<file path="config.mk">
export PLATFORM = sky130hd
export DESIGN_NAME = image_receiver
export DESIGN_NICKNAME = d
export VERILOG_FILES = /design/src/rtl/image_receiver.sv
export SDC_FILE = /design/constraint.sdc
export NUM_CORES = 1
export LEC_CHECK = 0
export CELL_PAD_IN_SITES_DETAIL_PLACEMENT = 0
export CELL_PAD_IN_SITES_GLOBAL_PLACEMENT = 1
export CORE_AREA = 4 4 120 122
export DETAILED_ROUTE_END_ITERATION = 6
export DIE_AREA = 0 0 124 126
export GPL_TIMING_DRIVEN = 0
export PLACE_DENSITY = 0.76
export SLEW_MARGIN = 10
export SYNTH_ARGS = -nofsm -noshare
export SYNTH_HDL_FRONTEND = slang
export SYNTH_SLANG_ARGS = --single-unit
</file>
<file path="constraint.sdc">
create_clock -name clk -period 1.9 [get_ports clk]
set_input_delay 0.285 -clock clk [delete_from_list [all_inputs] [get_ports clk]]
set_output_delay 0.285 -clock clk [all_outputs]
set_load 0.02 [all_outputs]
</file>
<file path="src/rtl/image_receiver.sv">
// image_receiver: reassembles 24-bit RGB pixels from a UART byte stream.
// Frames are AA 55 <R G B>*N <xor checksum>. Each completed pixel is
// emitted as a single-cycle write strobe with a linear address. Inter-byte
// timeout, UART framing errors and a bad checksum all raise a sticky
// frame_err flag.
module image_receiver #(
    parameter int          WIDTH   = 640,
    parameter int          HEIGHT  = 480,
    parameter int          ADDR_W  = 19,
    parameter int          TIMEOUT = 50000,
    parameter logic [7:0]  SYNC0   = 8'hAA,
    parameter logic [7:0]  SYNC1   = 8'h55
) (
    input  logic              clk,
    input  logic              rst_n,
    input  logic              en,
    input  logic [7:0]        rx_data,
    input  logic              rx_valid,
    input  logic              rx_err,
    output logic              pix_valid,
    output logic [ADDR_W-1:0] pix_addr,
    output logic [7:0]        pix_r,
    output logic [7:0]        pix_g,
    output logic [7:0]        pix_b,
    output logic              frame_done,
    output logic              frame_err,
    output logic              busy,
    output logic [2:0]        state
);

    typedef enum logic [2:0] {
        IDLE  = 3'd0,
        SYNC  = 3'd1,
        RED   = 3'd2,
        GREEN = 3'd3,
        BLUE  = 3'd4,
        CHECK = 3'd5
    } state_t;

    localparam int                TO_W     = (TIMEOUT > 2) ? $clog2(TIMEOUT) : 1;
    localparam logic [TO_W-1:0]   TO_LAST  = TO_W'(TIMEOUT - 1);
    localparam logic [ADDR_W-1:0] PIX_LAST = ADDR_W'(WIDTH * HEIGHT - 1);

    state_t            cur;
    logic [ADDR_W-1:0] pix_cnt;
    logic [7:0]        csum;
    logic [TO_W-1:0]   tcnt;
    logic [7:0]        r_stage;
    logic [7:0]        g_stage;

    assign state = cur;
    assign busy  = (cur != IDLE);

    // Stage the red and green bytes until the blue byte completes the pixel.
    always_ff @(posedge clk) begin
        if (en && !rx_err && rx_valid) begin
            if (cur == RED)   r_stage <= rx_data;
            if (cur == GREEN) g_stage <= rx_data;
        end
    end

    // Frame FSM: sync detection, pixel assembly, checksum, timeout and abort handling.
    always_ff @(posedge clk or negedge rst_n) begin
        if (!rst_n) begin
            cur        <= IDLE;
            pix_cnt    <= '0;
            csum       <= '0;
            tcnt       <= '0;
            pix_valid  <= 1'b0;
            pix_addr   <= '0;
            pix_r      <= '0;
            pix_g      <= '0;
            pix_b      <= '0;
            frame_done <= 1'b0;
            frame_err  <= 1'b0;
        end else begin
            pix_valid  <= 1'b0;
            frame_done <= 1'b0;
            if (!en) begin
                // Disabled: drop any partial frame silently, keep error/pixel outputs.
                cur  <= IDLE;
                tcnt <= '0;
            end else if (rx_err && cur != IDLE) begin
                // Framing error beats a coincident byte; the byte is discarded.
                cur       <= IDLE;
                tcnt      <= '0;
                frame_err <= 1'b1;
            end else if (rx_valid) begin
                tcnt <= '0;
                case (cur)
                    IDLE: begin
                        if (rx_data == SYNC0) cur <= SYNC;
                    end
                    SYNC: begin
                        if (rx_data == SYNC1) begin
                            cur       <= RED;
                            pix_cnt   <= '0;
                            csum      <= '0;
                            frame_err <= 1'b0;
                        end else if (rx_data != SYNC0) begin
                            cur <= IDLE;
                        end
                    end
                    RED: begin
                        csum <= csum ^ rx_data;
                        cur  <= GREEN;
                    end
                    GREEN: begin
                        csum <= csum ^ rx_data;
                        cur  <= BLUE;
                    end
                    BLUE: begin
                        csum      <= csum ^ rx_data;
                        pix_valid <= 1'b1;
                        pix_addr  <= pix_cnt;
                        pix_r     <= r_stage;
                        pix_g     <= g_stage;
                        pix_b     <= rx_data;
                        pix_cnt   <= pix_cnt + ADDR_W'(1);
                        cur       <= (pix_cnt == PIX_LAST) ? CHECK : RED;
                    end
                    CHECK: begin
                        if (rx_data == csum) frame_done <= 1'b1;
                        else                 frame_err  <= 1'b1;
                        cur <= IDLE;
                    end
                    default: cur <= IDLE;
                endcase
            end else if (cur != IDLE) begin
                // No byte this cycle: age the inter-byte timer.
                if (tcnt == TO_LAST) begin
                    cur       <= IDLE;
                    tcnt      <= '0;
                    frame_err <= 1'b1;
                end else begin
                    tcnt <= tcnt + TO_W'(1);
                end
            end
        end
    end

endmodule

</file>
==> flow_summary.json <==
{
  "fin_area_sq_um": 6710,
  "via_per_inst": 5.12,
  "antenna_left": 0,
  "ys.flop_type": "dfrtp_1",
  "die-height_um": 126,
  "fin_skew_ps": 9.54,
  "synth.area.top_cells": "dfrtp_1 (45%), nand2_1 (13%), edfxtp_1 (9.3%), a21oi_1 (3.0%), nand3_1 (2.3%)",
  "die_w_um": 124,
  "cts_root_buf": "clkbuf_16",
  "synth_edf_count": 16,
  "end_kind": "register",
  "drc": 0,
  "synthCells": 552,
  "cp-startpoint": "state[0]",
  "p_leak_nw": 3.03,
  "final_cells": 829,
  "rows": 42,
  "drtIter0Drc": 224,
  "rr_startpoint": "state[0]",
  "syn-num-nets": 567,
  "finalSetupViolations": 0,
  "mostFrequentLayoutCell": "nand2_1",
  "grt_pass1_vias": 4058,
  "antennaDiodeCount": 0,
  "mostFrequentLayoutCells": "nand2_1 (179), dfrtp_1 (86), clkdlybuf4s50_1 (49)",
  "cp_max_fo": 6,
  "endpoint": "pix_cnt[5]",
  "cp-start-kind": "register",
  "fin_crit_ps": 1870,
  "gp_congestion": 0.838,
  "relSlewSlack": 0.533,
  "timing.rr.end": "pix_cnt[5]",
  "synth-async-reset-ratio": 0.852,
  "seq_area_sq_um": 2790,
  "multiInputGateArea_sq_um": 2330,
  "tritoncts": "yes",
  "seq_area_frac_synth": 0.540,
  "place_hpwl_um": 8360,
  "drive_above_1_share": 0.181,
  "ir_drop_uv": 552,
  "clk_pin_slew_worst_paths_ps": 70,
  "drv_slew": 0,
  "fillers": 1241,
  "grt_max_degree": 58,
  "synth_seq_cells": 108,
  "design.core.area_sq_um": 13200,
  "dpl_cell_area_sq_um": 6000,
  "reg2regPathDepth": 8,
  "clk_latency_ps": 350,
  "status": "finished clean",
  "required_ps": 2140,
  "grt_util_all_layers": 0.165,
  "clock.fmax_mhz": 535,
  "worst_slew_pin_slew_ps": 700,
  "yosysTopAreaCell": "dfrtp_1",
  "dpl.cell_count": 789,
  "routed_wl_um": 12500,
  "rsz0062_at_grt": "true",
  "cp.arrival_ps": 2110,
  "yosysWarnings": 0,
  "area_growth_pct": 30.2,
  "hold_path.class": "input pin to register",
  "nNetsFinal": 663,
  "cts_sinks": 108,
  "period_share": 0.984,
  "wl_per_cell_um": 15.1,
  "port-buffer-count": 60,
  "grt_overflow": 0,
  "dr_total_vias": 4246,
  "yosys.area.top_type_share": 0.447,
  "grt_pass1_wl_um": 20700,
  "start_util": 0.391,
  "syn_area_sq_um": 5150,
  "synth_cell_types": 60,
  "critical_path_class": "register to register",
  "cts_buffers": 9,
  "antenna_found_initial": 0,
  "reg2reg_slack_ps": 30,
  "drt_first_pass_iters": 4,
  "p_per_area_nw_per_um2": 720,
  "fp.dieArea_sq_um": 15600,
  "drv_cap": 0,
  "cts-htree-levels": 3,
  "power_mw": 4.83,
  "finalHoldViolCount": 0,
  "boundaryPins": 63,
  "clk_path_buf_depth": 2,
  "synth.avg_cell_area_sq_um": 9.34
}
cell usage after synthesis, types with 2 or more instances:
master    number
a21oi_1       31
a31oi_1        2
and2_1         2
and3_1         2
and4_1         2
and4bb_2       2
buf_2         13
buf_4          4
buf_6          3
clkbuf_1       5
dfrtp_1       92
edfxtp_1      16
ha_1           2
inv_1          6
mux2_2         2
mux2i_1        4
nand2_1      179
nand2b_1      12
nand3_1       24
nand3b_1       2
nand4_1        8
nor2_1        29
nor2b_1        3
nor3_1         5
nor3_4         2
nor3b_1        3
nor4_1         6
nor4b_1        2
nor4bb_1       2
o21ai_0       13
o21ai_1        2
o22ai_1        5
o32ai_1        2
or2_2          4
or3_1          5
or3b_2         8
or4_1          3
xnor2_1       12
xor2_1        12
area by class of cell:
class | count | area share
Timing Repair Buffer | 86 | 0.124
Clock inverter | 7 | 0.0121
Sequential cell | 108 | 0.416
Inverter | 7 | 0.00466
Multi-Input combinational cell | 412 | 0.347
Tap cell | 176 | 0.0328
Buffer | 24 | 0.0298
Clock buffer | 9 | 0.0336
routing by layer:
metal  track usage  wire, um  part of all wire
met2         0.253      5870              0.47
met4        0.0380       173             0.014
met5             0         0                 0
met1         0.235      5890              0.47
met3        0.0430       579             0.046
what timing repair did:
| item | in CTS | in global routing |
|---|---|---|
| endpoints found under the hold margin | 35 | 0 |
| hold buffers | 1 | 0 |
| pin swaps | 6 | 10 |
| buffers inserted | 9 | 15 |
| gates cloned | 0 | 1 |
| endpoints found under the setup margin | 100 | 89 |
| resized for setup | 37 | 38 |
worst max-delay path, cell delays in order, from the launching register on:
cell     delay (ps)
dfrtp_2         440
buf_6           140
or3b_4          410
buf_12          140
nor3_4          160
buf_6           130
and3_4          170
xnor2_1         110
nor2_1           60
where the power goes:
group	total (mW)	switching (mW)	internal, mW
combinational	0.478	0.277	0.201
sequential	2.42	0.0367	2.38
clock	1.93	0.891	1.04
total	4.83	1.20	3.63
through the flow:
step | setup WS (ps) | TNS (ps) | hold WS, ps | util
after global routing | -84.0 | -494 | 455 | 0.509
after floorplan | 11.1 | 0 | -10.6 | -
final | 31.0 | 0 | 428 | 0.509
after detailed placement | -556 | -26520 | 288 | 0.455
after global placement | -3310 | -297600 | 420 | 0.453
after CTS | -45.0 | -95.4 | 420 | 0.492
flip-flops by register name, indices dropped and copies added (netlist names), 3 cells and up:
name,count
tcnt,16
pix_r,8
r_stage,8
csum,8
pix_g,8
pix_addr,19
state,3
g_stage,8
pix_cnt,19
pix_b,8
cell families (layout without fill, tap and decap cells):
group,Yosys count,in the layout,share of synthesized area
muxes,6,6,0.0121
and+or+nand+nor,313,314,0.292
AOI/OAI and AO/OA,66,66,0.0752
adders and majority gates,2,2,0.00485
DFF,108,108,0.540
xor gates and xnor gates,24,24,0.0408
buffers and inverters,33,133,0.0349
worst min path at each step:
stage	start	depth (start not counted)	slack, ps	to
after floorplan	rst_n	0	-10	csum[0]
final	rx_data[2]	3	430	pix_b[2]
after global placement	g_stage[0]	2	420	pix_g[0]
after global routing	rx_data[2]	3	450	pix_b[2]
after CTS	rx_data[2]	3	420	pix_b[2]
after detailed placement	rst_n	1	290	pix_r[4]
Note: power is estimated with default switching activity, not from simulation.
